==> config.mk <==
export PLATFORM = sky130hd
export DESIGN_NAME = alu_hilo_sched_flat
export DESIGN_NICKNAME = d
export VERILOG_FILES = /design/src/rtl/alu_hilo_sched_if.sv /design/src/rtl/alu_hilo_sched.sv /design/src/flat_wrapper.sv
export SDC_FILE = /design/constraint.sdc
export NUM_CORES = 1
export LEC_CHECK = 0
export CORE_AREA = 2 2 54 44
export CTS_BUF_LIST = sky130_fd_sc_hd__clkbuf_8 sky130_fd_sc_hd__clkbuf_16
export CTS_CLUSTER_SIZE = 28
export DETAILED_ROUTE_END_ITERATION = 6
export DIE_AREA = 0 0 56 46
export PLACE_DENSITY_LB_ADDON = 0.15
export SLEW_MARGIN = 5
export SYNTH_ARGS = -nofsm -noshare
export SYNTH_HDL_FRONTEND = slang
export SYNTH_SLANG_ARGS = --single-unit
==> constraint.sdc <==
create_clock -name clk -period 2.55 [get_ports clk]
set_input_delay 0.51 -clock clk [delete_from_list [all_inputs] [get_ports clk]]
set_output_delay 0.51 -clock clk [all_outputs]
set_load 0.03 [all_outputs]
==> src/rtl/alu_hilo_sched_if.sv <==
// Handshake bundle between the EX stage and the HI/LO multi-cycle sequencer.
interface alu_hilo_sched_if #(
  parameter int FUNC_W = 6
);
  logic              req_valid;
  logic [FUNC_W-1:0] req_func;
  logic              req_ready;
  logic              req_divzero;
  logic              mf_valid;
  logic              mf_stall;
  logic              flush;
  logic              busy;
  logic              commit;
  logic [FUNC_W-1:0] commit_func;
  logic              div_zero;

  modport master (
    output req_valid, req_func, req_divzero, mf_valid, flush,
    input  req_ready, mf_stall, busy, commit, commit_func, div_zero
  );

  modport slave (
    input  req_valid, req_func, req_divzero, mf_valid, flush,
    output req_ready, mf_stall, busy, commit, commit_func, div_zero
  );
endinterface

==> src/rtl/alu_hilo_sched.sv <==
// HI/LO multiply/divide sequencer: holds one op for its latency, then emits a commit strobe.
// Optional ALU_HILO_SCHED_DIVZERO_EN: divide-by-zero ops take a short two-cycle path.
module alu_hilo_sched #(
  parameter int FUNC_W  = 6,
  parameter int MUL_LAT = 4,
  parameter int DIV_LAT = 32
) (
  input  logic            clk,
  input  logic            rst,
  alu_hilo_sched_if.slave bus
);
  localparam int MAX_LAT = (MUL_LAT > DIV_LAT) ? MUL_LAT : DIV_LAT;
  localparam int CNT_W   = $clog2(MAX_LAT) + 1;

  localparam logic [FUNC_W-1:0] F_NOP  = FUNC_W'(6'h00);
  localparam logic [FUNC_W-1:0] F_MTHI = FUNC_W'(6'h11);
  localparam logic [FUNC_W-1:0] F_MTLO = FUNC_W'(6'h13);
  localparam logic [FUNC_W-1:0] F_MULS = FUNC_W'(6'h18);
  localparam logic [FUNC_W-1:0] F_MULU = FUNC_W'(6'h19);
  localparam logic [FUNC_W-1:0] F_DIVS = FUNC_W'(6'h1A);
  localparam logic [FUNC_W-1:0] F_DIVU = FUNC_W'(6'h1B);

  typedef enum logic [1:0] {ST_IDLE, ST_RUN, ST_COMMIT} state_t;

  state_t            state_q, state_d;
  logic [CNT_W-1:0]  cnt_q, cnt_d;
  logic [FUNC_W-1:0] func_q, func_d;
  logic              dz_q, dz_d;

  logic              is_mul, is_div, is_mt, accept;
  logic [CNT_W-1:0]  load;

  assign is_mul = (bus.req_func == F_MULS) || (bus.req_func == F_MULU);
  assign is_div = (bus.req_func == F_DIVS) || (bus.req_func == F_DIVU);
  assign is_mt  = (bus.req_func == F_MTHI) || (bus.req_func == F_MTLO);

  assign bus.req_ready   = (state_q == ST_IDLE) && !bus.flush;
  assign accept          = bus.req_valid && bus.req_ready && (is_mul || is_div || is_mt);
  assign bus.busy        = (state_q != ST_IDLE);
  assign bus.commit      = (state_q == ST_COMMIT);
  assign bus.commit_func = bus.commit ? func_q : F_NOP;
  assign bus.div_zero    = bus.commit && dz_q;
  assign bus.mf_stall    = bus.mf_valid && (bus.busy || (bus.req_valid && bus.req_ready));

  always_ff @(posedge clk or posedge rst) begin
    if (rst) begin
      state_q <= ST_IDLE;
      cnt_q   <= '0;
      func_q  <= F_NOP;
      dz_q    <= 1'b0;
    end else begin
      state_q <= state_d;
      cnt_q   <= cnt_d;
      func_q  <= func_d;
      dz_q    <= dz_d;
    end
  end

  always_comb begin
    state_d = state_q;
    cnt_d   = cnt_q;
    func_d  = func_q;
    dz_d    = dz_q;
    load    = '0;
    case (state_q)
      ST_IDLE: begin
        if (accept) begin
          func_d = bus.req_func;
          dz_d   = 1'b0;
          if (is_mul)      load = CNT_W'(MUL_LAT - 1);
          else if (is_div) load = CNT_W'(DIV_LAT - 1);
`ifdef ALU_HILO_SCHED_DIVZERO_EN
          if (is_div && bus.req_divzero) begin
            load = CNT_W'(1);
            dz_d = 1'b1;
          end
`endif
          // A zero load covers Mt* as well as single-cycle latencies.
          cnt_d   = load;
          state_d = (load == '0) ? ST_COMMIT : ST_RUN;
        end
      end
      ST_RUN: begin
        if (bus.flush) begin
          state_d = ST_IDLE;
          cnt_d   = '0;
          func_d  = F_NOP;
          dz_d    = 1'b0;
        end else begin
          cnt_d = cnt_q - CNT_W'(1);
          if (cnt_q == CNT_W'(1)) state_d = ST_COMMIT;
        end
      end
      ST_COMMIT: begin
        // Flush is ignored here: the committing op is older than the flush point.
        state_d = ST_IDLE;
        cnt_d   = '0;
        func_d  = F_NOP;
        dz_d    = 1'b0;
      end
      default: state_d = ST_IDLE;
    endcase
  end
endmodule
==> src/flat_wrapper.sv <==
// flat-port wrapper written by rule: the top's interface ports become plain ports
module alu_hilo_sched_flat 
#(
  parameter int FUNC_W  = 6,
  parameter int MUL_LAT = 4,
  parameter int DIV_LAT = 32
)
  (clk, rst, bus_req_valid, bus_req_func, bus_req_divzero, bus_mf_valid, bus_flush, bus_req_ready, bus_mf_stall, bus_busy, bus_commit, bus_commit_func, bus_div_zero);
  alu_hilo_sched_if #(.FUNC_W(FUNC_W)) bus_i ();
  input  logic clk;
  input  logic rst;
  input wire logic [$bits(bus_i.req_valid)-1:0] bus_req_valid;
  input wire logic [$bits(bus_i.req_func)-1:0] bus_req_func;
  input wire logic [$bits(bus_i.req_divzero)-1:0] bus_req_divzero;
  input wire logic [$bits(bus_i.mf_valid)-1:0] bus_mf_valid;
  input wire logic [$bits(bus_i.flush)-1:0] bus_flush;
  output wire logic [$bits(bus_i.req_ready)-1:0] bus_req_ready;
  output wire logic [$bits(bus_i.mf_stall)-1:0] bus_mf_stall;
  output wire logic [$bits(bus_i.busy)-1:0] bus_busy;
  output wire logic [$bits(bus_i.commit)-1:0] bus_commit;
  output wire logic [$bits(bus_i.commit_func)-1:0] bus_commit_func;
  output wire logic [$bits(bus_i.div_zero)-1:0] bus_div_zero;
  assign bus_i.req_valid = bus_req_valid;
  assign bus_i.req_func = bus_req_func;
  assign bus_i.req_divzero = bus_req_divzero;
  assign bus_i.mf_valid = bus_mf_valid;
  assign bus_i.flush = bus_flush;
  assign bus_req_ready = bus_i.req_ready;
  assign bus_mf_stall = bus_i.mf_stall;
  assign bus_busy = bus_i.busy;
  assign bus_commit = bus_i.commit;
  assign bus_commit_func = bus_i.commit_func;
  assign bus_div_zero = bus_i.div_zero;
  alu_hilo_sched #(.FUNC_W(FUNC_W), .MUL_LAT(MUL_LAT), .DIV_LAT(DIV_LAT)) u_core (.clk(clk), .rst(rst), .bus(bus_i));
endmodule
# After elaboration in Yosys (flattened, before gate mapping)
# Cells that the tools add are included.
# totals
regBits,15
in_bits,12
out_inout_bits,11
elab_cells,55
# op_classes
add_sub_neg,1
eq_ne,12
mux,19
reduce_logical,19
# op_table
cell,count
$mux W6,8
$eq A6 B5 Y1 const B,6
$pmux W6 S3,2
$mux W2,4
$eq A6 B1 Y1 const B,1
$logic_not A6 Y1,1
$logic_or A1 B1 Y1,6
$sub A6 B1 Y6 const B,1
$logic_and A1 B1 Y1,5
$mux W5,1
$pmux W2 S2,1
$reduce_and A2 Y1,2
$ne A3 B2 Y1 const B,1
$pmux W1 S3,1
$reduce_and A3 Y1,1
$reduce_bool A3 Y1,1
$eq A2 B1 Y1 const B,1
$eq A2 B2 Y1 const B,1
$logic_not A2 Y1,1
$mux W1,2
$ne A2 B1 Y1 const B,1
$ne A2 B2 Y1 const B,1
$reduce_bool A2 Y1,1
$logic_not A1 Y1,1

# Depth between registers and ports, before layout
# logic_depth
word_depth,11
ltp_mapped,6
ltp_nobuf,6

# Worst setup path before layout
# No wires, ideal clock.
# synth_timing
kind,input-to-output
from,input port bus_req_valid
to,output port bus_mf_stall
arrival_time_ns,1.560
required_ns,2.040
setup_slack_ns,0.480
cell_stages,2
n_path_buf,0
path_cell_list,or2b_2 > a21boi_0
# synth_via
elab_chain_cells,3
# synth_lines
item,line,text
start: declaration,flat_wrapper.sv:12,input wire logic [$bits(bus_i.req_valid)-1:0] bus_req_valid;
$logic_and A1 B1 Y1,alu_hilo_sched.sv:43,assign bus.mf_stall = bus.mf_valid && (bus.busy || (bus.req_valid && bus.req_ready));
$logic_or A1 B1 Y1,alu_hilo_sched.sv:43,
$logic_and A1 B1 Y1,alu_hilo_sched.sv:43,
end: declaration,flat_wrapper.sv:18,output wire logic [$bits(bus_i.mf_stall)-1:0] bus_mf_stall;
# Every way passes these cells.

# Worst setup path in the final report
# layout_timing
from,register u_core.state_q[0]
to,output port bus_commit_func[3]
# layout_via
elab_chain_cells,2
# layout_lines
item,line,text
start: declaration,alu_hilo_sched.sv:25,"state_t state_q, state_d;"
start signal: assignment,alu_hilo_sched.sv:52,state_q <= state_d;
$eq A2 B2 Y1,alu_hilo_sched.sv:40,assign bus.commit = (state_q == ST_COMMIT);
$mux W6,alu_hilo_sched.sv:41,assign bus.commit_func = bus.commit ? func_q : F_NOP;
end: declaration,flat_wrapper.sv:21,output wire logic [$bits(bus_i.commit_func)-1:0] bus_commit_func;
# Every way passes these cells.

==> summary.txt <==
GRT
  – GRT Total Usage: 0.176
  – Initial antenna violation count: 0
  – Gr ovfl total: 0
  – Number of global-route vias before repair: 737
  – Largest net degree at the start of global routing: 25
  – Global-route wire length before repair: 3410 um

Clock network
  – PostCTS Resize Cnt: 0
  – # Post-CTS Setup Buffers: 0
  – Clk root buf: clkbuf_8
  – Clock-pin slew on the worst setup and hold paths: 0.06 ns
  – Clk_lat worst skew: 0.24 ns
  – Cts hold-fix bufs: 0
  – CTS sink cnt: 14
  – Clock tree buffer depth: 2
  – CTS tree: yes
  – Num CTS Buffers: 3
  – Depth of the CTS H-tree: 1

Final layout
  – Nets: 142
  – Non-filler instance count after layout: 147
  – Share of cells above drive strength 1: 0.0902
  – Post-layout instance area: 0.00117 sq mm
  – Synthesis-to-layout area growth: 25.7%
  – Number of fill cells: 196
  – Antenna diode count: 0
  – Final core occ: 0.558

Floorplan
  – Starting Density: 0.444
  – Core Region: 0.00210 sq mm
  – Die area: 0.00258 sq mm
  – Row cnt: 15
  – Die width: 56 um
  – Top-Level Pins: 23
  – Die height: 46 um

Pwr
  – NetSw: 0.496 mW
  – Switching part of the total power: 0.429
  – VDD IR-drop max: 602 uV
  – Power Density: 986 mW/mm^2
  – Static leakage: 0.528 nW
  – Logic pwr share: 0.554
  – Int Pwr: 0.661 mW
  – Clock network fraction of total power: 0.155
  – Sequential share of power: 0.291

Placement
  – GPL Wtd Cong: 0.818
  – Dpl hpwl: 1490 um
  – Setup slack at placement: 0.0768 ns
  – Port bufs: 20
  – Cell Area, Placed: 0.00113 sq mm
  – Placed Cells: 144

Worst setup path
  – Critical path depth: 4
  – Crit end category: primary output
  – Crit path buf inv count: 2
  – Largest stage delay on the critical path: 0.66 ns
  – Worst reg2reg path endpoint: u_core.func_q[5]
  – Critical path required time: 2.04 ns
  – Crit path kind: register to primary output
  – Cell Chain, Critical Path: inv_1 -> ha_1 -> and2_1 -> clkdlybuf4s50_1
  – Worst Setup SP: u_core.state_q[0]
  – Crit Path Max Fanout: 7
  – CP arrival: 1.87 ns
  – Critical Path Sink: bus_commit_func[3]
  – Critical-path top delay cell: clkdlybuf4s50_1
  – Reg2Reg Launch Point: u_core.state_q[0]
  – R2R depth: 4
  – Cell family with most CP delay: buffers and inverters
  – Startpoint Class: register
  – Reg2reg setup slack: 0.43 ns

STA
  – Max Freq: 421 MHz
  – Setup tns final: 0 ns
  – Max_slew headroom: 0.630
  – Unrepaired setup endpoints after global routing: false
  – Fin crit period: 2.38 ns
  – Fin crit share: 0.931
  – Setup WS post-layout: 0.175 ns
  – Slew @ Worst Pin: 0.555 ns
  – Final setup viols: 0
  – Final hold vios: 0
  – Pins Over Slew Limit: 0
  – Clk_skew: 0.00239 ns

Drt
  – # DRC: 0
  – Via density: 5.39
  – Via Count: 792
  – Drt first pass iters: 4
  – DR iter-0 viols: 30
  – Routed Antenna Nets: 0
  – Total Wirelength: 1940 um
  – Routed len/inst: 13.2 um

Hold path
  – Hold WC Path Type: register to register

Logic synthesis
  – Sequential share of the synthesized area: 0.375
  – Area share of the largest cell type after synthesis: 0.375
  – Post-Syn Area per Cell: 9.06 sq um
  – Synth area leader: dfrtp_1
  – Syn nets: 121
  – Most used DFF post-synth: dfrtp_1
  – Yosys reg bits: 14
  – Number of synthesized flops with an enable pin: 0
  – Post-Synthesis Cells: 103
  – Syn. warnings: 0
  – Top cells by area, synth: dfrtp_1, ha_1, inv_1
  – Yosys cell types: 29
  – Synth Cell Area: 933 sq um
  – Ys async rst share: 1.00

Status
  – Outcome: completed

Run
  – Max-cap viol count: 0
-- worst register-to-register path, delay by kind of cell (launching register included) --
kind / cells / cell delay, ns
DFF: 1 / 0.41
AOI/OAI and AO/OA: 2 / 0.78
and+or+nand+nor: 1 / 0.55
adders and majority gates: 1 / 0.26
-- registers in the layout, summed over array words and instances (netlist names) --
| register | cells |
|---|---|
| u_core.cnt_q | 6 |
| u_core.func_q | 6 |
| u_core.state_q | 2 |
-- cell usage after synthesis (2+ instances only) --
cell	instances
o41ai_2	2
o41ai_1	4
o21ai_0	8
o21ai_1	6
a31oi_1	3
buf_6	2
nor2_1	12
and2_1	7
a21oi_1	5
clkbuf_1	2
ha_1	6
nor3_1	2
nand3b_1	2
o22ai_1	2
inv_1	13
dfrtp_1	14
-- power groups by stage --
stage                     Sequential, mW  Combinational, mW  Clock (mW)
after detailed placement           0.338              0.648           0
after global placement             0.334              0.640           0
after global routing               0.344              0.707       0.196
final                              0.336              0.642       0.180
after CTS                          0.335              0.647       0.187
after floorplan                    0.327              0.495           0
-- worst min path at each step --
stage,slack [ns],cells past startpoint,end,from
after floorplan,0.40,1,u_core.cnt_q[0],rst
after global placement,0.47,2,u_core.func_q[2],u_core.func_q[2]
after detailed placement,0.47,2,u_core.func_q[3],u_core.func_q[3]
after CTS,0.49,2,u_core.func_q[3],u_core.func_q[3]
after global routing,0.51,2,u_core.func_q[3],u_core.func_q[3]
final,0.49,2,u_core.func_q[2],u_core.func_q[2]
-- layout make-up --
type	count	area, sq um	area share
multi-input cells	71	497	0.423
flip-flops and latches	14	350	0.299
repair buffers	21	205	0.175
inverters	13	48.8	0.0416
clock buffers	3	41.3	0.0352
well taps	25	31.3	0.0267
-- kinds of logic (layout without fill, tap and decap cells) --
family	count (synthesis)	count (layout)	synth area share
AO/OA/AOI/OAI	34	34	0.259
adder cells (fa/ha/maj)	6	6	0.0804
buffers and inverters	18	37	0.0925
flip-flops	14	14	0.375
multiplexers	1	1	0.0121
other	1	1	0.00402
AND/OR/NAND/NOR	29	29	0.177
-- layout by cell type (no fill, tap or decap), types with 4 or more instances in the layout --
master and n:
ha_1 6, inv_1 13, a21oi_1 5, o21ai_1 6, nor2_1 12, o21ai_0 8, clkdlybuf4s50_1 19, and2_1 7
o41ai_1 4, dfrtp_1 14
-- stage by stage --
| step | total power [mW] | hold slack [ns] |
|---|---|---|
| 2_1_floorplan | 0.822 | 0.399 |
| 3_3_place_gp | 0.974 | 0.465 |
| 3_5_place_dp | 0.985 | 0.468 |
| 4_1_cts | 1.17 | 0.490 |
| 5_1_grt | 1.25 | 0.513 |
| 6_report | 1.16 | 0.486 |
-- per-layer routing --
metal  global-route usage  vias to the layer above  part of all wire
li1                     -                      403                 -
met1                0.217                      371              0.48
met4               0.0476                        0             0.014
met5                    0                        -                 0
met2                0.289                       14              0.46
met3               0.0710                        4             0.048
(Power assumes the default switching activity.)
